File: config.mk
export PLATFORM = sky130hd
export DESIGN_NAME = weight_load_ctrl
export DESIGN_NICKNAME = d
export VERILOG_FILES = /design/src/rtl/weight_pkg.sv /design/src/rtl/counter_cnn.sv /design/src/rtl/weight_load_ctrl.sv
export SDC_FILE = /design/constraint.sdc
export NUM_CORES = 1
export LEC_CHECK = 0
export CELL_PAD_IN_SITES_DETAIL_PLACEMENT = 0
export CELL_PAD_IN_SITES_GLOBAL_PLACEMENT = 1
export CORE_MARGIN = 2
export CORE_UTILIZATION = 41
export DETAILED_ROUTE_END_ITERATION = 8
export GPL_ROUTABILITY_DRIVEN = 0
export PLACE_DENSITY = 0.85
export SLEW_MARGIN = 5
export SYNTH_ARGS = -nofsm -noshare
export SYNTH_HDL_FRONTEND = slang
export SYNTH_SLANG_ARGS = --single-unit
File: constraint.sdc
create_clock -name clk -period 3.9 [get_ports clk]
set_clock_uncertainty 0.1 [all_clocks]
set_input_delay 0.975 -clock clk [delete_from_list [all_inputs] [get_ports clk]]
set_output_delay 0.975 -clock clk [all_outputs]
set_load 0.02 [all_outputs]
File: src/rtl/weight_pkg.sv
// Shared definitions for the weight load path: state encodings (also decoded
// by the weight buffer), per-layer word counts and layer_sel encodings.
package weight_pkg;

  typedef enum logic [3:0] {
    IDLE     = 4'b0000,
    L1_STORE = 4'b0001,
    L2_STORE = 4'b0010,
    L4_STORE = 4'b0011,
    L5_STORE = 4'b0100,
    L7_STORE = 4'b0101,
    FINISH   = 4'b1111
  } state_t;

  localparam logic [15:0] L1_WORDS = 16'd216;  // 72 entries x 3 channels
  localparam logic [15:0] L8_WORDS = 16'd576;  // 72 entries x 8 channels
  localparam logic [15:0] L7_WORDS = 16'd400;  // 50 entries x 8 channels

  localparam logic [2:0] SEL_L1 = 3'd1;
  localparam logic [2:0] SEL_L2 = 3'd2;
  localparam logic [2:0] SEL_L4 = 3'd4;
  localparam logic [2:0] SEL_L5 = 3'd5;
  localparam logic [2:0] SEL_L7 = 3'd7;

  function automatic logic layer_valid(input logic [2:0] sel);
    return (sel == SEL_L1) || (sel == SEL_L2) || (sel == SEL_L4) ||
           (sel == SEL_L5) || (sel == SEL_L7);
  endfunction

  function automatic state_t layer_state(input logic [2:0] sel);
    case (sel)
      SEL_L1:  return L1_STORE;
      SEL_L2:  return L2_STORE;
      SEL_L4:  return L4_STORE;
      SEL_L5:  return L5_STORE;
      SEL_L7:  return L7_STORE;
      default: return IDLE;
    endcase
  endfunction

  function automatic logic [15:0] layer_words(input logic [2:0] sel);
    case (sel)
      SEL_L1:                 return L1_WORDS;
      SEL_L2, SEL_L4, SEL_L5: return L8_WORDS;
      SEL_L7:                 return L7_WORDS;
      default:                return 16'd0;
    endcase
  endfunction

  function automatic logic is_store_state(input state_t s);
    return (s == L1_STORE) || (s == L2_STORE) || (s == L4_STORE) ||
           (s == L5_STORE) || (s == L7_STORE);
  endfunction

endpackage

File: src/rtl/counter_cnn.sv
// Generic up-counter: synchronous clear has priority over increment,
// otherwise the value holds.
module counter_cnn #(
  parameter int W = 16
) (
  input  logic         clk,
  input  logic         rst,
  input  logic         clr,
  input  logic         en,
  output logic [W-1:0] cnt
);

  // Count register with async reset
  always_ff @(posedge clk or posedge rst) begin
    if (rst)
      cnt <= '0;
    else if (clr)
      cnt <= '0;
    else if (en)
      cnt <= cnt + {{(W-1){1'b0}}, 1'b1};
  end

endmodule

File: src/rtl/weight_load_ctrl.sv
// Weight load sequencer: accepts one layer's weight words over valid/ready
// and drives registered write strobe/data/addr into the weight buffer.
//
// state    | meaning
// ---------+-------------------------------------------------------------
// IDLE     | waiting for start; invalid layer_sel pulses cmd_err
// Lx_STORE | accepting words for layer x; stays through the final write
// FINISH   | one cycle, weight_store_done high; counter cleared on exit
module weight_load_ctrl
  import weight_pkg::*;
(
  input  logic        clk,
  input  logic        rst,
  input  logic        start,
  input  logic [2:0]  layer_sel,
  input  logic        in_valid,
  input  logic [15:0] in_data,
  output logic        in_ready,
  output logic        write_weight_signal,
  output logic [15:0] write_weight_data,
  output logic [15:0] write_weight_addr,
  output logic [3:0]  weight_fsm_cs,
  output logic        weight_store_done,
  output logic        busy,
  output logic        cmd_err
);

  state_t      state;
  logic [15:0] n_words;
  logic [15:0] cnt;
  logic        last_flag;
  logic        accept;
  logic        cnt_clr;

  assign in_ready      = is_store_state(state) && !last_flag;
  assign accept        = in_valid && in_ready;
  assign cnt_clr       = (state == FINISH);
  assign weight_fsm_cs = state;
  assign busy          = (state != IDLE);

  counter_cnn #(.W(16)) u_word_cnt (
    .clk (clk),
    .rst (rst),
    .clr (cnt_clr),
    .en  (accept),
    .cnt (cnt)
  );

  // Sequencer state, layer length and registered buffer-side outputs
  always_ff @(posedge clk or posedge rst) begin
    if (rst) begin
      state               <= IDLE;
      n_words             <= 16'd0;
      last_flag           <= 1'b0;
      write_weight_signal <= 1'b0;
      write_weight_data   <= 16'd0;
      write_weight_addr   <= 16'd0;
      weight_store_done   <= 1'b0;
      cmd_err             <= 1'b0;
    end else begin
      write_weight_signal <= accept;
      weight_store_done   <= 1'b0;
      cmd_err             <= 1'b0;

      if (accept) begin
        write_weight_data <= in_data;
        write_weight_addr <= cnt;
        if (cnt == n_words - 16'd1)
          last_flag <= 1'b1;
      end

      case (state)
        IDLE: begin
          if (start) begin
            if (layer_valid(layer_sel)) begin
              state   <= layer_state(layer_sel);
              n_words <= layer_words(layer_sel);
            end else begin
              cmd_err <= 1'b1;
            end
          end
        end
        L1_STORE, L2_STORE, L4_STORE, L5_STORE, L7_STORE: begin
          // last_flag is set on the final accept, so this cycle carries the
          // final write while the store state is still visible to the buffer
          if (last_flag) begin
            state             <= FINISH;
            weight_store_done <= 1'b1;
          end
        end
        FINISH: begin
          state     <= IDLE;
          last_flag <= 1'b0;
        end
        default: begin
          state     <= IDLE;
          last_flag <= 1'b0;
        end
      endcase
    end
  end

endmodule
==> results.json <==
{
  "status": "finished clean",
  "io_buffers": 63,
  "core_area_sq_um": 7180,
  "tns_ps": 0,
  "antenna_found_initial": 0,
  "critPathArrivalTime_ps": 2090,
  "fillers": 660,
  "viasPerCell": 4.92,
  "drc": 0,
  "fin_cells": 495,
  "clock.fmax_ghz": 0.316,
  "stdcell_area_sq_um": 3880,
  "grt_util_all_layers_pct": 17.4,
  "antenna_cells": 0,
  "io_pins": 64,
  "path_clk_slew_ps": 70,
  "area_delta_synth_final_pct": 28.9,
  "nets": 418,
  "drt_iter0_drc": 104,
  "cp_max_fo": 10,
  "period_needed_ps": 3170,
  "synth-edff-count": 0,
  "placed_cell_area_sq_um": 3690,
  "regToRegStartpoint": "weight_fsm_cs[2]$_DFFE_PP0P_",
  "crit_path_frequent_cell": "nor3_1",
  "h-tree-depth": 3,
  "worstHoldStart": "write_weight_addr[3]$_DFFE_PP0P_",
  "syn_area_sq_um": 3010,
  "synthCells": 331,
  "synthFlopType": "dfrtp_1",
  "synth_nets": 358,
  "crit_required_ps": 2820,
  "grt_max_degree": 42,
  "whs_path_depth": 2,
  "start_util_pct": 42.0,
  "cts.repair.resized": 0,
  "detail_route.wl_per_cell_um": 13.1,
  "final_cell_mix": "108 x nand2_1, 63 x clkdlybuf4s50_1, 61 x dfrtp_1, 21 x nor2_1, 14 x nand3_1",
  "synth-seq-area-share_pct": 50.7,
  "vias": 2434,
  "ir_drop_uv": 350,
  "grt_pass1_vias": 2400,
  "dp_hpwl_mm": 4.64,
  "critical_path.max_stage_delay_ps": 680,
  "grt-ovfl-total": 0,
  "drt-total-wl_mm": 6.49,
  "synth_cell_type_count": 45,
  "ctsHoldBuffers": 0,
  "start_kind": "flip-flop",
  "yosys_warnings": 0,
  "report.final.slew_viol_count": 0,
  "postSynthAreaPerCell_sq_um": 9.10,
  "layout_commonest_cell": "nand2_1",
  "die_x_um": 89.7,
  "drive_gt1_share_pct": 7.83,
  "worstMarginPinSlew_ps": 564,
  "cts_buffer_depth": 2,
  "grt_pass1_wl_mm": 11.5,
  "seqCellArea_sq_um": 1530,
  "root_buffer": "clkbuf_8",
  "die-area_sq_um": 8050,
  "endpoint_kind": "primary output",
  "cap_violations": 0,
  "hold_viol_final": 0,
  "reg2reg_to": "write_weight_data[14]$_DFFE_PP0P_",
  "cts.sinks": 61,
  "power_density_nw_per_um2": 703,
  "finalCritPeriodShare_pct": 81.2,
  "hold_end": "write_weight_addr[3]$_DFFE_PP0P_",
  "reg2reg_slack_ps": 1610,
  "cts_setup_buffers": 0,
  "async_flop_share_pct": 100,
  "ant_nets": 0,
  "drt_first_pass_iters": 4,
  "cts_tree": "built",
  "hp-class": "flip-flop to flip-flop",
  "worstPathCellList": "nor3_1 > nor3_1 > clkdlybuf4s50_1",
  "max-slew-margin-rel_pct": 62.0,
  "multi_input_area_sq_um": 1350,
  "crit_type": "flip-flop to primary output",
  "rows": 31,
  "ys_seq_elements": 61,
  "setup_violations": 0,
  "reg2reg_depth": 6,
  "cts_made_buffers": 9,
  "die-height_um": 89.7,
  "total_leakage_power_nw": 1.74,
  "clk_latency_ps": 340,
  "dp_cells": 479,
  "rsz0062_at_grt": "no",
  "critPathSlowestCell": "clkdlybuf4s50_1",
  "p_total_mw": 2.73
}
routing by layer:
metal	GRT usage (%)	share of wire, %	wire length [um]	up-vias
li1	-	-	-	1229
met1	23.3	49	3170	1133
met2	27.2	45	2930	64
met3	3.35	4.3	277	8
met4	8.33	1.7	111	0
met5	0	0	0	-
cell type report:
cell class,instances,share of cell area [%]
repair buffers,66,16.8
multi-input cells,244,34.8
well taps,99,3.19
clock buffers,12,3.74
inverters,9,0.870
flip-flops and latches,61,39.3
clock inverters,4,1.22
synth_stat cells, types with 2 or more instances:
cell type  instances  area share [%]
nand2_1          108              13
dfrtp_1           61              51
nor2_1            21             2.6
nand3_1           14             2.3
o21ai_0           13             2.2
a21oi_1           12             2.0
xnor2_1           12             3.5
inv_1              8             1.0
xor2_1             8             2.3
clkbuf_1           7            0.87
nand4_1            7             1.5
nor3_1             6             1.0
buf_2              4            0.66
buf_4              4             1.0
ha_1               4             1.7
nor3_2             4             1.3
o211ai_1           3            0.75
or3_1              3            0.62
and2_1             2            0.42
and4_1             2            0.58
buf_6              2            0.75
nor4_1             2            0.42
o31ai_1            2            0.50
where the power goes:
part           internal, mW  total [mW]  leakage, nW  switching [mW]
Clock                 0.311       0.555       0.0964           0.244
Combinational         0.507        1.13        0.871           0.627
Sequential            0.827        1.04        0.776           0.213
Total                  1.65        2.73         1.74            1.08
worst max-delay path by stage:
stage	start	to	slack [ps]	cells past startpoint
floorplan	rst	cmd_err$_DFF_PP0_	1310	1
global placement	in_valid	write_weight_addr[12]$_DFFE_PP0P_	950	6
detailed placement	in_valid	write_weight_data[10]$_DFFE_PP0P_	890	6
CTS	weight_fsm_cs[2]$_DFFE_PP0P_	in_ready	710	3
global route	weight_fsm_cs[1]$_DFFE_PP0P_	in_ready	580	3
finish	weight_fsm_cs[1]$_DFFE_PP0P_	in_ready	730	3
worst max-delay path: cells and delay by family (launching register included):
kind | cells | cell delay [ps]
buf+inv | 1 | 680
flops | 1 | 580
simple gates | 2 | 500
state kept, by name (all words and copies together), names as in the netlist:
name,cells
u_word_cnt.cnt,16
write_weight_addr,16
write_weight_data,16
n_words,5
weight_fsm_cs,4
cmd_err,1
last_flag,1
weight_store_done,1
write_weight_signal,1
cell families (layout without fill, tap and decap cells):
kind of cell             count (synthesis)  in the layout  synth area share [%]
AND/OR/NAND/NOR                        180            180                  29.0
flip-flops                              61             61                  50.7
AO/OA/AOI/OAI                           39             39                  8.14
buffers and inverters                   26             91                  4.40
XOR/XNOR                                20             20                  5.82
adder cells (fa/ha/maj)                  4              4                  1.66
multiplexers                             1              1                 0.332
per-stage QoR:
step / setup slack (ps) / hold WS (ps) / utilization, %
floorplan: 1310 / 383 / -
global placement: 954 / 358 / 51.4
detailed placement: 892 / 363 / 51.4
CTS: 711 / 380 / 54.1
global route: 576 / 397 / 54.1
finish: 735 / 377 / 54.1
No activity file was read; power rests on OpenSTA's default activity.
